## config.mk

```make
export PLATFORM = sky130hd
export DESIGN_NAME = mealy_decoder
export DESIGN_NICKNAME = d
export VERILOG_FILES = /design/src/rtl/mealy_decoder.sv
export SDC_FILE = /design/constraint.sdc
export NUM_CORES = 1
export LEC_CHECK = 0
export ABC_AREA = 1
export BUFFER_PORTS_ARGS = -buffer_cell sky130_fd_sc_hd__buf_2
export CORE_MARGIN = 4
export CORE_UTILIZATION = 45
export CTS_CLUSTER_SIZE = 12
export DETAILED_ROUTE_END_ITERATION = 8
export PLACE_DENSITY_LB_ADDON = 0.1
export SYNTH_ARGS = -nofsm -noshare
export SYNTH_HDL_FRONTEND = slang
export SYNTH_SLANG_ARGS = --single-unit
```

## constraint.sdc

```tcl
create_clock -name clk -period 1.55 [get_ports clk]
set_input_delay 0.31 -clock clk [delete_from_list [all_inputs] [get_ports clk]]
set_output_delay 0.31 -clock clk [all_outputs]
set_load 0.05 [all_outputs]
```

## src/rtl/mealy_decoder.sv

```systemverilog
// Receive-side decoder for the 4-state serial Mealy encoder: recovers data bits
// from the encoded stream and packs them LSB-first into WIDTH-bit words.
module mealy_decoder #(
    parameter int unsigned WIDTH = 8
) (
    input  logic             clk,
    input  logic             rst,
    input  logic             sync,
    input  logic             y_valid,
    input  logic             y,
    output logic             x_bit,
    output logic             x_bit_valid,
    output logic [WIDTH-1:0] word,
    output logic             word_valid,
    input  logic             word_ready,
    output logic             overrun,
    output logic [1:0]       state
);

    localparam logic [1:0] S0 = 2'b00;
    localparam logic [1:0] S1 = 2'b01;
    localparam logic [1:0] S2 = 2'b10;
    localparam logic [1:0] S3 = 2'b11;

    localparam int unsigned CW = $clog2(WIDTH);
    localparam logic [CW-1:0] LAST = CW'(WIDTH - 1);

    logic [1:0]       state_q, state_d;
    logic             x_bit_q, x_bit_d;
    logic             x_bit_valid_q, x_bit_valid_d;
    logic [WIDTH-1:0] word_q, word_d;
    logic             word_valid_q, word_valid_d;
    logic             overrun_q, overrun_d;
    logic [CW-1:0]    count_q, count_d;
    logic [WIDTH-1:0] shift_q, shift_d;

    logic [1:0]       state_eff;
    logic [CW-1:0]    count_eff;
    logic [WIDTH-1:0] shift_eff;
    logic [WIDTH-1:0] shift_new;
    logic             x_dec;
    logic [1:0]       state_next;

    always_comb begin
        // sync restarts the frame for the bit presented in this same cycle
        state_eff = sync ? S0 : state_q;
        count_eff = sync ? '0 : count_q;
        shift_eff = sync ? '0 : shift_q;

        x_dec = ((state_eff == S0) || (state_eff == S3)) ? y : ~y;

        state_next = state_eff;
        case (state_eff)
            S0: state_next = x_dec ? S0 : S1;
            S1: state_next = x_dec ? S3 : S2;
            S2: state_next = x_dec ? S1 : S0;
            S3: state_next = x_dec ? S2 : S3;
            default: state_next = S0;
        endcase

        shift_new = shift_eff;
        shift_new[count_eff] = x_dec;

        state_d       = state_eff;
        count_d       = count_eff;
        shift_d       = shift_eff;
        x_bit_d       = x_bit_q;
        x_bit_valid_d = 1'b0;
        word_d        = word_q;
        word_valid_d  = word_valid_q & ~word_ready;
        overrun_d     = overrun_q;

        if (y_valid) begin
            state_d       = state_next;
            x_bit_d       = x_dec;
            x_bit_valid_d = 1'b1;
            if (count_eff == LAST) begin
                count_d = '0;
                shift_d = '0;
                // an unconsumed word always wins; the new one is dropped
                if (word_valid_q && !word_ready) begin
                    overrun_d = 1'b1;
                end else begin
                    word_d       = shift_new;
                    word_valid_d = 1'b1;
                end
            end else begin
                count_d = count_eff + CW'(1);
                shift_d = shift_new;
            end
        end
    end

    always_ff @(posedge clk) begin
        if (!rst) begin
            state_q       <= S0;
            x_bit_q       <= 1'b0;
            x_bit_valid_q <= 1'b0;
            word_q        <= '0;
            word_valid_q  <= 1'b0;
            overrun_q     <= 1'b0;
            count_q       <= '0;
            shift_q       <= '0;
        end else begin
            state_q       <= state_d;
            x_bit_q       <= x_bit_d;
            x_bit_valid_q <= x_bit_valid_d;
            word_q        <= word_d;
            word_valid_q  <= word_valid_d;
            overrun_q     <= overrun_d;
            count_q       <= count_d;
            shift_q       <= shift_d;
        end
    end

    assign x_bit       = x_bit_q;
    assign x_bit_valid = x_bit_valid_q;
    assign word        = word_q;
    assign word_valid  = word_valid_q;
    assign overrun     = overrun_q;
    assign state       = state_q;

endmodule
```

==> impl_metrics.csv, run 1 <==
group,metric,value,unit
pwr,vdd_drop_max,640,uV
clocking,htree_levels,1,
setup_path,timing.rr.end,"shift_q[5]$_SDFF_PN0_",
worst_hold_path,min_path_cells,2,
clocking,post_cts_resized,0,
synthesis,synth_compound_area_share,17.3,%
timing,tns,0,ns
drt,drt_iter0_markers,15,
placement,dpl.cell_count,193,
synthesis,synth_simple_gate_area_share,29.9,%
timing,rsz0062_at_grt,"false",
synthesis,synth_top_family_by_area,"simple AND/OR/NAND/NOR gates",
global_routing,antenna_found_initial,0,
drt,wl,2420,um
timing,tightest_slew,0.318,ns
timing,finalCriticalPeriod,1.35,ns
timing,maxSlewViolCount,0,
finish,drive_above_1_share,23.7,%
synthesis,yosys_warnings,0,
drt,drc,0,
die,row_count,17,
setup_path,critPathKind,"flip-flop to flip-flop",
clocking,path_clk_slew,0.13,ns
drt,antenna_left,0,
placement,io_buffers,19,
synthesis,synth_cell_type_count,27,
global_routing,grt_pass1_vias,944,
finish,layout.cells.non_filler,197,
timing,slew_headroom,78.7,%
synthesis,synthAdderAreaFrac,1.14,%
die,die_area,3280,um2
synthesis,syn-instance-count,147,
placement,gp_congestion,0.820,
setup_path,cp_max_fo,5,
drt,drt-pass1-iter-count,4,
synthesis,synth_mux_area_share,0,%
synthesis,synth_most_common_cell,"nand2_1",
die,core,2250,um2
flow_run,maxCapViolCount,0,
synthesis,synth_nets,154,
setup_path,r2r-start,"count_q[2]$_SDFF_PN0_",
clocking,cts_buffer_depth,2,
drt,wl_per_cell,12.3,um
timing,max_freq,0.739,GHz
clocking,cts_setup_buffers,0,
status,status,"completed",
synthesis,synth_area_leaders,"dfxtp_1 (44%), nand2_1 (12%), o21ai_0 (7.3%), nand3_1 (5.9%), inv_1 (4.5%)",
setup_path,ff2ff_setup_slack,0.20,ns
synthesis,ys_seq_elements,24,
global_routing,grt_pass1_wl,4130,um
synthesis,synth_xor_area_share,0,%
worst_hold_path,hp-class,"primary input to flip-flop",
pwr,power.density,938,nW/um2
setup_path,critPathRequiredTime,1.77,ns
die,die_h,57.3,um
setup_path,reg2reg_depth,7,
timing,finClkSkew,0.00608,ns
pwr,power.leakage,0.584,nW
clocking,cts_buffers,3,
global_routing,grt-ovfl-total,0,
synthesis,async_flop_share,0,%
clocking,insertion_delay,0.32,ns
drt,viasPerCell,5.19,
synthesis,synth-edff-count,0,
setup_path,critical_path.startpoint_type,"flip-flop",
clocking,tritoncts,"built",
global_routing,grt_usage,15.8,%
synthesis,synth_area,1090,um2
setup_path,critPathArrivalTime,1.57,ns
finish,nets,177,
synthesis,ys.flop_type,"dfxtp_1",
worst_hold_path,worstHoldStart,"y",
die,initial_utilization,48.5,%
finish,nFillCells,222,
die,boundaryPins,20,
timing,hold_violations,0,
clocking,ctsHoldBuffers,0,
finish,post-route-util,56.4,%
setup_path,end_kind,"flip-flop",
global_routing,grt_max_degree,17,
die,fp.dieW,57.3,um
clocking,cts.sinks,24,
synthesis,synth.avg_cell_area,7.44,um2
synthesis,yosysTopAreaCellShare,43.9,%
placement,dp_hpwl,1910,um
timing,setup_viol_count_final,0,
synthesis,yosys.area.top_type,"dfxtp_1",
finish,syn2layout_area_growth,16.4,%
setup_path,crit_start,"count_q[2]$_SDFF_PN0_",
finish,diodes,0,
synthesis,synth_commonest_cells,"nand2_1 (35), dfxtp_1 (24), o21ai_0 (16)",
clocking,cts_root_buf,"clkbuf_4",
timing,period_share,87.3,%
synthesis,seq_area_frac_synth,43.9,%
setup_path,crit_end,"shift_q[5]$_SDFF_PN0_",
drt,vias,1023,
critical path: stages, from the launching register on:
cell,delay (ns)
dfxtp_1,0.43
inv_1,0.09
nor2_1,0.21
nand2_1,0.15
nor2_1,0.11
nand3_1,0.08
nand2_1,0.12
o21ai_1,0.07
kinds of logic (layout without fill, tap and decap cells):
family,count (synthesis),in the layout
adder cells (fa/ha/maj),1,1
AND/OR/NAND/NOR,69,69
flip-flops,24,24
buffers and inverters,19,41
AO/OA/AOI/OAI,34,34
placed cells by master, fill, tap and decap left out:
cell,instances
nor2_2,2
nor2_1,7
o21ai_1,4
nand2_1,35
inv_1,13
nand3_2,1
nand3b_1,1
a21oi_1,8
o21ai_2,1
ha_1,1
dfxtp_1,24
buf_2,19
inv_4,1
o21ai_0,16
o22ai_1,1
nor2_4,2
buf_4,3
o31ai_1,1
nand2_2,1
nand2_4,1
o32ai_1,1
nor3_1,3
inv_2,1
bufinv_16,1
clkbuf_4,3
a21oi_2,1
a221oi_1,1
nand3_1,13
or2_2,3
layout make-up:
cell class / count / area [um2] / area share [%]
inverters: 15 / 58.8 / 4.62
flip-flops and latches: 24 / 480 / 37.8
clock inverters: 1 / 30.0 / 2.36
clock buffers: 3 / 22.5 / 1.77
repair buffers: 22 / 118 / 9.24
multi-input cells: 104 / 528 / 41.5
well taps: 28 / 35.0 / 2.75
routing by layer:
metal / global-route usage, % / routed length (um) / vias up / part of all wire (%)
met3: 2.71 / 52 / 4 / 2.2
met2: 26.8 / 1160 / 15 / 48
met1: 20.3 / 1170 / 474 / 49
li1: - / - / 530 / -
met5: 0 / 0 / - / 0
met4: 4.97 / 28 / 0 / 1.2
sequential cells by signal, indices dropped and copies added (netlist names):
signal       cells
x_bit_valid      1
count_q          3
word_valid       1
shift_q          7
x_bit            1
overrun          1
state            2
word             8
how the worst min path moves through the flow:
stage / to / slack [ns]
detailed placement: overrun$_SDFFE_PN0P_ / 0.46
global placement: overrun$_SDFFE_PN0P_ / 0.43
finish: state[0]$_SDFF_PN0_ / 0.23
global route: state[0]$_SDFF_PN0_ / 0.24
floorplan: state[0]$_SDFF_PN0_ / 0.42
CTS: state[0]$_SDFF_PN0_ / 0.23
per-stage QoR:
| step | power (mW) | instance area, um2 | hold WS (ns) | setup slack, ns |
|---|---|---|---|---|
| finish | 1.19 | 1270 | 0.233 | 0.197 |
| global route | 1.24 | 1270 | 0.235 | 0.0236 |
| CTS | 1.20 | 1270 | 0.227 | 0.197 |
| detailed placement | 0.756 | 1220 | 0.456 | 0.110 |
| global placement | 0.754 | 1220 | 0.431 | 0.139 |
| floorplan | 0.720 | 1090 | 0.425 | 0.123 |
power breakdown:
part           leakage, nW  switching [mW]  internal, mW  total [mW]
combinational        0.361          0.0779        0.0302       0.108
sequential           0.194         0.00694         0.627       0.634
clock               0.0279           0.190         0.261       0.452
(Power assumes the default switching activity.)
==> inputs of run 2 (changes only) <==
--- a/config.mk
+++ b/config.mk
@@ -10,7 +10,9 @@
 export CORE_MARGIN = 4
 export CORE_UTILIZATION = 45
+export CTS_CLUSTER_DIAMETER = 40
 export CTS_CLUSTER_SIZE = 12
 export DETAILED_ROUTE_END_ITERATION = 8
 export PLACE_DENSITY_LB_ADDON = 0.1
+export REMOVE_ABC_BUFFERS = 1
 export SYNTH_ARGS = -nofsm -noshare
 export SYNTH_HDL_FRONTEND = slang
==> constraint.sdc (replaced) <==
create_clock -name clk -period 1.55 [get_ports clk]
set_input_delay 0.3875 -clock clk [delete_from_list [all_inputs] [get_ports clk]]
set_output_delay 0.3875 -clock clk [all_outputs]
set_load 0.05 [all_outputs]
==> run 2 against run 1 <==
Compared with the run above: routed wire length increased by 2.7%; sequential power about the same; clock skew decreased by 0.0048 ns; largest cell class unchanged; highest routed layer unchanged.
==> impl_metrics.csv, run 2 (synthesis results as in run 1) <==
group,metric,value,unit
global_routing,grt_pass1_wl,4100,um
timing,hold_violations,0,
setup_path,ff2ff_setup_slack,0.18,ns
clocking,cts_buffer_depth,2,
finish,final_cell_mix,"nand2_1 (35), dfxtp_1 (24), buf_2 (19)",
worst_hold_path,min_path_cells,2,
setup_path,critPathRequiredTime,1.16,ns
setup_path,critPathArrivalTime,1.00,ns
setup_path,critPathKind,"flip-flop to output pin",
placement,dpl-instance-area,1230,um2
global_routing,antenna_found_initial,0,
worst_hold_path,worstHoldStart,"y",
clocking,cts_root_buf,"clkbuf_4",
global_routing,grt_max_degree,17,
setup_path,crit_family,"flip-flops",
finish,layout_commonest_cell,"nand2_1",
setup_path,cp_cell_sequence,"buf_2",
finish,drive_above_1_share,25.0,%
die,core,2250,um2
finish,post-route-util,57.3,%
timing,slew_headroom,81.1,%
die,row_count,17,
die,die_h,57.3,um
timing,finClkSkew,0.00124,ns
setup_path,cp_max_fo,4,
drt,wl,2480,um
clocking,ctsHoldBuffers,0,
worst_hold_path,hp-class,"primary input to flip-flop",
timing,period_share,89.7,%
global_routing,grt_usage,15.8,%
die,fp.dieW,57.3,um
drt,wl_per_cell,12.4,um
clocking,path_clk_slew,0.13,ns
drt,vias,1040,
drt,viasPerCell,5.20,
clocking,cts.sinks,24,
finish,diodes,0,
drt,drt-pass1-iter-count,4,
status,status,"completed",
timing,max_freq,0.720,GHz
clocking,cts_buffers,3,
setup_path,critical_path.startpoint_type,"flip-flop",
setup_path,cp_num_buf_inv,1,
pwr,power.density,832,nW/um2
timing,rsz0062_at_grt,"false",
pwr,power.leakage,0.594,nW
setup_path,slowest_stage,"dfxtp_1",
setup_path,timing.rr.end,"word[4]$_SDFFE_PN0P_",
clocking,insertion_delay,0.32,ns
finish,syn2layout_area_growth,18.1,%
pwr,vdd_drop_max,654,uV
finish,seqCellArea,480,um2
setup_path,r2r-start,"count_q[0]$_SDFF_PN0_",
finish,nets,180,
drt,drc,0,
setup_path,cpPeakStageDelay,0.40,ns
finish,largest_reg_flops,8,
die,initial_utilization,48.5,%
finish,multi_input_area,528,um2
finish,nFillCells,229,
setup_path,reg2reg_depth,7,
timing,tightest_slew,0.283,ns
global_routing,grt-ovfl-total,0,
flow_run,maxCapViolCount,0,
placement,gp_congestion,0.865,
timing,maxSlewViolCount,0,
timing,finalCriticalPeriod,1.39,ns
drt,drt_iter0_markers,27,
worst_hold_path,min_to,"state[0]$_SDFF_PN0_",
die,boundaryPins,20,
setup_path,end_kind,"output pin",
placement,dp_hpwl,1840,um
pwr,power,1.07,mW
clocking,htree_levels,1,
clocking,tritoncts,"built",
timing,setup_viol_count_final,0,
timing,tns,0,ns
die,die_area,3280,um2
global_routing,grt_pass1_vias,916,
drt,antenna_left,0,
placement,io_buffers,19,
finish,design_area,1290,um2
-- run 2: changes by cell type in the layout (fill, tap and decap cells not counted) --
cell,previous run,this run
buf_12,0,1
clkbuf_8,0,1
buf_4,3,5
bufinv_16,1,0
-- run 2: through the flow --
step | cells | worst slack, ns | hold slack (ns)
floorplan | 143 | 0.112 | 0.450
global placement | 194 | 0.0913 | 0.436
detailed placement | 194 | 0.0310 | 0.442
CTS | 198 | 0.139 | 0.307
global route | 200 | 0.0473 | 0.306
finish | 200 | 0.160 | 0.310
-- run 2: metal layers --
layer  vias up  GRT usage, %  share of wire, %
met1       469          20.7                46
li1        537             -                 -
met2        29          25.6                47
met5         -             0                 0
met4         0          6.95               1.7
met3         5          2.49               5.0
-- run 2: area by class of cell --
type / instances / share of cell area, %
Inverter: 15 / 4.55
Sequential cell: 24 / 37.2
Clock buffer: 4 / 2.81
Multi-Input combinational cell: 104 / 40.9
Tap cell: 28 / 2.71
Timing Repair Buffer: 25 / 11.8
-- run 2: how the worst max path moves through the flow --
stage | from | to | slack, ns | cells past startpoint
global placement | sync | word[6]$_SDFFE_PN0P_ | 0.09 | 8
CTS | count_q[0]$_SDFF_PN0_ | word[6]$_SDFFE_PN0P_ | 0.14 | 6
floorplan | state[1]$_SDFF_PN0_ | word[7]$_SDFFE_PN0P_ | 0.11 | 9
global route | count_q[0]$_SDFF_PN0_ | shift_q[1]$_SDFF_PN0_ | 0.05 | 6
finish | state[0]$_SDFF_PN0_ | state[0] | 0.16 | 1
detailed placement | sync | word[6]$_SDFFE_PN0P_ | 0.03 | 8
-- run 2: repair_timing --
action,CTS,global route
resized for setup,0,0
setup endpoints to repair,0,1
hold endpoints to repair,0,0
setup buffers,0,2
-- run 2: power by group --
part | internal [mW] | leakage [nW] | switching, mW
sequential | 0.627 | 0.194 | 0.00687
combinational | 0.0293 | 0.378 | 0.0776
clock | 0.144 | 0.0210 | 0.190
